--- src/rtl/unified_mem_arbiter.sv ---
// rtl/unified_mem_arbiter.sv - shares one variable-latency memory between fetch and data ports
// Data-first arbitration with a bounded data streak, per-access timeout and sticky error.
module unified_mem_arbiter #(
  parameter int width        = 32,
  parameter int MAX_D_STREAK = 4,
  parameter int TIMEOUT      = 64
) (
  input  logic             clk,
  input  logic             rst,
  input  logic             if_req,
  input  logic [width-1:0] if_addr,
  output logic [width-1:0] if_rdata,
  output logic             if_valid,
  output logic             if_stall,
  input  logic             dm_req,
  input  logic             dm_we,
  input  logic [width-1:0] dm_addr,
  input  logic [width-1:0] dm_wdata,
  output logic [width-1:0] dm_rdata,
  output logic             dm_valid,
  output logic             dm_stall,
  output logic             mem_req,
  output logic             mem_we,
  output logic [width-1:0] mem_addr,
  output logic [width-1:0] mem_wdata,
  input  logic [width-1:0] mem_rdata,
  input  logic             mem_ready,
  output logic             err
);
  localparam logic [2:0] S_IDLE   = 3'd0;
  localparam logic [2:0] S_BUSY_I = 3'd1;
  localparam logic [2:0] S_BUSY_D = 3'd2;
  localparam logic [2:0] S_DONE_I = 3'd3;
  localparam logic [2:0] S_DONE_D = 3'd4;
  localparam logic [3:0] STREAK_MAX = 4'(MAX_D_STREAK);
  localparam logic [7:0] WAIT_LAST  = 8'(TIMEOUT - 1);

  logic [2:0]       state_q, state_d;
  logic             mem_req_q, mem_req_d;
  logic             mem_we_q, mem_we_d;
  logic [width-1:0] mem_addr_q, mem_addr_d;
  logic [width-1:0] mem_wdata_q, mem_wdata_d;
  logic [width-1:0] if_rdata_q, if_rdata_d;
  logic [width-1:0] dm_rdata_q, dm_rdata_d;
  logic             if_valid_q, if_valid_d;
  logic             dm_valid_q, dm_valid_d;
  logic             err_q, err_d;
  logic [3:0]       streak_q, streak_d;
  logic [7:0]       wait_q, wait_d;

  logic can_grant, if_elig, dm_elig, grant_i, grant_d, finish;

  // The port that just completed sits out its own DONE cycle so the other port gets a turn.
  assign can_grant = (state_q != S_BUSY_I) && (state_q != S_BUSY_D);
  assign if_elig   = if_req && (state_q != S_DONE_I);
  assign dm_elig   = dm_req && (state_q != S_DONE_D);
  assign grant_i   = can_grant && if_elig && (!dm_elig || streak_q == STREAK_MAX);
  assign grant_d   = can_grant && dm_elig && !grant_i;
  assign finish    = mem_ready || (wait_q == WAIT_LAST);

  always_comb begin
    state_d     = state_q;
    mem_req_d   = mem_req_q;
    mem_we_d    = mem_we_q;
    mem_addr_d  = mem_addr_q;
    mem_wdata_d = mem_wdata_q;
    if_rdata_d  = if_rdata_q;
    dm_rdata_d  = dm_rdata_q;
    if_valid_d  = 1'b0;
    dm_valid_d  = 1'b0;
    err_d       = err_q;
    streak_d    = streak_q;
    wait_d      = wait_q;
    if (state_q == S_BUSY_I || state_q == S_BUSY_D) begin
      if (finish) begin
        mem_req_d = 1'b0;
        if (!mem_ready) err_d = 1'b1;
        if (state_q == S_BUSY_I) begin
          state_d    = S_DONE_I;
          if_valid_d = 1'b1;
          if_rdata_d = mem_ready ? mem_rdata : '0;
        end else begin
          state_d    = S_DONE_D;
          dm_valid_d = 1'b1;
          dm_rdata_d = (mem_ready && !mem_we_q) ? mem_rdata : '0;
        end
      end else begin
        wait_d = wait_q + 8'd1;
      end
    end else if (grant_i) begin
      state_d    = S_BUSY_I;
      mem_req_d  = 1'b1;
      mem_we_d   = 1'b0;
      mem_addr_d = if_addr;
      streak_d   = 4'd0;
      wait_d     = 8'd0;
    end else if (grant_d) begin
      state_d     = S_BUSY_D;
      mem_req_d   = 1'b1;
      mem_we_d    = dm_we;
      mem_addr_d  = dm_addr;
      mem_wdata_d = dm_wdata;
      wait_d      = 8'd0;
      if (!if_req)                     streak_d = 4'd0;
      else if (streak_q != STREAK_MAX) streak_d = streak_q + 4'd1;
    end else begin
      state_d   = S_IDLE;
      mem_req_d = 1'b0;
    end
  end

  always_ff @(posedge clk) begin
    if (rst) begin
      state_q     <= S_IDLE;
      mem_req_q   <= 1'b0;
      mem_we_q    <= 1'b0;
      mem_addr_q  <= '0;
      mem_wdata_q <= '0;
      if_rdata_q  <= '0;
      dm_rdata_q  <= '0;
      if_valid_q  <= 1'b0;
      dm_valid_q  <= 1'b0;
      err_q       <= 1'b0;
      streak_q    <= 4'd0;
      wait_q      <= 8'd0;
    end else begin
      state_q     <= state_d;
      mem_req_q   <= mem_req_d;
      mem_we_q    <= mem_we_d;
      mem_addr_q  <= mem_addr_d;
      mem_wdata_q <= mem_wdata_d;
      if_rdata_q  <= if_rdata_d;
      dm_rdata_q  <= dm_rdata_d;
      if_valid_q  <= if_valid_d;
      dm_valid_q  <= dm_valid_d;
      err_q       <= err_d;
      streak_q    <= streak_d;
      wait_q      <= wait_d;
    end
  end

  assign if_rdata  = if_rdata_q;
  assign if_valid  = if_valid_q;
  assign if_stall  = if_req & ~if_valid_q;
  assign dm_rdata  = dm_rdata_q;
  assign dm_valid  = dm_valid_q;
  assign dm_stall  = dm_req & ~dm_valid_q;
  assign mem_req   = mem_req_q;
  assign mem_we    = mem_we_q;
  assign mem_addr  = mem_addr_q;
  assign mem_wdata = mem_wdata_q;
  assign err       = err_q;
endmodule

--- config.mk ---
export PLATFORM = sky130hd
export DESIGN_NAME = unified_mem_arbiter
export DESIGN_NICKNAME = d
export VERILOG_FILES = /design/src/rtl/unified_mem_arbiter.sv
export SDC_FILE = /design/constraint.sdc
export NUM_CORES = 1
export LEC_CHECK = 0
export CAP_MARGIN = 20
export CORE_MARGIN = 5
export CORE_UTILIZATION = 35
export DETAILED_ROUTE_END_ITERATION = 8
export PLACE_DENSITY_LB_ADDON = 0.15
export SLEW_MARGIN = 10
export SYNTH_ARGS = -nofsm -noshare
export SYNTH_HDL_FRONTEND = slang
export SYNTH_SLANG_ARGS = --single-unit
export TNS_END_PERCENT = 5
--- constraint.sdc ---
create_clock -name clk -period 2.6 [get_ports clk]
set_input_delay 0.26 -clock clk [delete_from_list [all_inputs] [get_ports clk]]
set_output_delay 0.26 -clock clk [all_outputs]
set_load 0.02 [all_outputs]
==> reports/qor.csv, run 1 <==
metric,value,unit
DR pass1 iterations,4,
Area Growth Syn to Fin,59.66,%
vias per inst,4.953,
DR WL/cell,15.89,µm
routed vias,5384,
Rows,47,
post-detail-place hpwl,12.63,mm
Final Max Tran Viols,0,
"count leader, synth",dfxtp_1,
"Cell Area, Synth",5834,µm²
Fillers,1453,
Final ANT Viol Nets,0,
initial DRC count,234,
drt drc,0,
Total GRT Usage,17.60,%
RSZ-0062 raised after global routing,no,
die area,19350,µm²
Final Util,56.57,%
Synth warnings,0,
Max Clk Rate,441.4,MHz
final clock period utilization by the worst path,87.14,%
Die Wd,139.1,µm
Post-Synthesis Cells,604,
clock sink count,148,
Post-CTS Setup Inserts,0,
Clock Path Buffers,2,
Post-synth ARST share,0,%
GPL Wtd Cong,0.8445,
post-synth cell types,46,
WHS,205.0,ps
Synth area leader,dfxtp_1,
Pleak,0.003631,µW
Setup Viol. Count Final,0,
port buffer count,268,
CTS tree,yes,
register area share after synthesis,50.78,%
drt total wl,17.27,mm
CP Launch Type,register,
Critical Path Sink Type,register,
Worst Path Max Fanout,38,
initial antenna violation count,0,
predominant post-synthesis flop cell,dfxtp_1,
Worst Hold Class,input pin to register,
vias in the first global route,5505,
PwrDens,660.6,nW/µm²
top cell type's share of synthesized area,50.78,%
Avg Inst Size Synth,9.660,µm²
layout cell share with drive strength beyond 1,6.459,%
run status,"complete, no violations",
Synth Net Count,741,
"EDFF count, synth",0,
Num CTS Buffers,17,
setup tns final,0,ps
grt total ovfl,0,
clk_skew,7.668,ps
Area contributors post-synth,"dfxtp_1, mux2i_1, nor2_1",
height of the die,139.1,µm
Initial Util,35.43,%
core area,16470,µm²
Slew Limit Headroom,39.94,%
Crit Path Class,register to register,
max_cap viols,0,
largest net degree at the start of global routing,94,
final hold vios,0,
Synth top cells by count,"dfxtp_1, nor2_1, mux2i_1",
Final Critical Period,2266,ps
Yosys reg bits,148,
Layout Nets,991,
Slew @ Worst Pin,898.0,ps
CP Data Required Time,2930,ps
clock-pin slew of the registers on the worst-case setup and hold paths,70,ps
Peak VDD IR,0.4458,mV
CTS root buffer,clkbuf_16,
Ant. Diodes,0,
# IOs,269,
first-pass GRT wire length,28.20,mm
crit path DAT,2600,ps
H-Tree Level Count,4,
Skew-Pair Late Insertion Delay,410,ps
[layout by cell type, fill, tap and decap left out, types with 2 or more instances in the layout]
| cell type | Yosys | final |
|---|---|---|
| a211oi_1 | 32 | 32 |
| a21oi_1 | 9 | 9 |
| a22o_1 | 32 | 32 |
| a22oi_1 | 2 | 2 |
| a31oi_1 | 3 | 3 |
| and3_1 | 2 | 2 |
| buf_12 | 0 | 4 |
| buf_4 | 0 | 9 |
| clkbuf_16 | 0 | 17 |
| clkdlybuf4s50_1 | 0 | 267 |
| clkinv_4 | 0 | 2 |
| clkinvlp_4 | 0 | 4 |
| dfxtp_1 | 148 | 148 |
| ha_1 | 3 | 3 |
| inv_1 | 4 | 4 |
| inv_6 | 0 | 6 |
| mux2i_1 | 66 | 66 |
| nand2_1 | 9 | 9 |
| nand2b_1 | 37 | 37 |
| nand3_1 | 40 | 40 |
| nand3b_1 | 3 | 3 |
| nand4_1 | 2 | 2 |
| nand4b_1 | 2 | 2 |
| nor2_1 | 79 | 77 |
| nor2_2 | 0 | 2 |
| nor2b_1 | 5 | 4 |
| nor3_1 | 3 | 3 |
| nor4_1 | 4 | 4 |
| o211ai_1 | 2 | 2 |
| o21ai_0 | 43 | 43 |
| o31ai_1 | 3 | 3 |
| or3_1 | 2 | 2 |
| or3_4 | 2 | 2 |
| xnor2_1 | 2 | 2 |
[path summary, 6_finish.rpt]
kind | start | to | slack (ps) | cells past startpoint
worst max-delay path | wait_q[0] | dm_rdata[14] | 330 | 7
worst min-delay path | rst | mem_wdata[13] | 210 | 2
worst max register to register | wait_q[0] | dm_rdata[14] | 330 | 7
worst min register to register | if_rdata[8] | if_rdata[8] | 480 | 1
[power by group]
group          internal (µW)  leakage (µW)  switching [µW]
logic                    686       0.00216             637
clock network           1270      0.000263            1030
registers               2430       0.00121            99.0
total                   4380       0.00363            1770
[metal layers]
layer / GRT usage, % / vias to the layer above / routed length (µm)
met5: 0 / - / 0
met4: 5.664 / 0 / 333
met3: 7.483 / 22 / 1399
met2: 28.10 / 208 / 8096
met1: 21.57 / 2489 / 7445
li1: - / 2665 / -
[registers in the layout (all words and copies together), names as in the netlist, 3 cells and up]
register,flops
dm_rdata,32
if_rdata,32
mem_addr,32
mem_wdata,32
wait_q,8
streak_q,4
state_q,3
[layout make-up]
type                       instances  area [µm²]  area share, %
timing repair buffer             280        2820          30.28
sequential                       148        2963          31.81
tap                              220       275.3          2.955
inverter                           4       15.01         0.1612
clock buffer                      18       439.2          4.715
clock inverter                    14       116.4          1.249
multi-input combinational        403        2686          28.84
[cell families (layout without fill, tap and decap cells)]
| group | after synthesis | count (layout) | share of synthesized area [%] |
|---|---|---|---|
| adders and majority gates | 3 | 3 | 0.6434 |
| DFF | 148 | 148 | 50.78 |
| and+or+nand+nor | 197 | 197 | 17.07 |
| xor gates and xnor gates | 3 | 3 | 0.4504 |
| buffers and inverters | 53 | 316 | 3.796 |
| AOI/OAI and AO/OA | 134 | 134 | 15.93 |
| muxes | 66 | 66 | 11.32 |
[stage by stage]
stage,setup slack [ps],instances,power [µW],area [µm²]
floorplan,670.5,604,3245,5834
global placement,399.3,1055,3884,8760
detailed placement,269.7,1055,3905,8760
CTS,262.5,1087,6231,9315
global route,38.04,1087,6449,9315
finish,334.4,1087,6154,9315
[worst max-delay path, stage by stage (launching register included)]
cell,delay (ps)
dfxtp_1,390
ha_1,240
and3_1,250
a21oi_1,140
nor3_4,710
buf_12,270
nand3_1,80
o21ai_0,90
[repair_timing]
action / in CTS / in global routing
hold buffers: 0 / 0
gates resized for setup: 0 / 0
endpoints found under the setup margin: 0 / 1
Note: power is estimated with default switching activity, not from simulation.
==> inputs of run 2 (changes only) <==
--- a/config.mk
+++ b/config.mk
@@ -5,7 +5,7 @@
 export SDC_FILE = /design/constraint.sdc
 export NUM_CORES = 1
 export LEC_CHECK = 0
-export CAP_MARGIN = 20
+export CAP_MARGIN = 15
 export CORE_MARGIN = 5
 export CORE_UTILIZATION = 35
 export DETAILED_ROUTE_END_ITERATION = 8
==> results of run 2 <==
Final layout, timing and power as in run 1 (identical DEF).
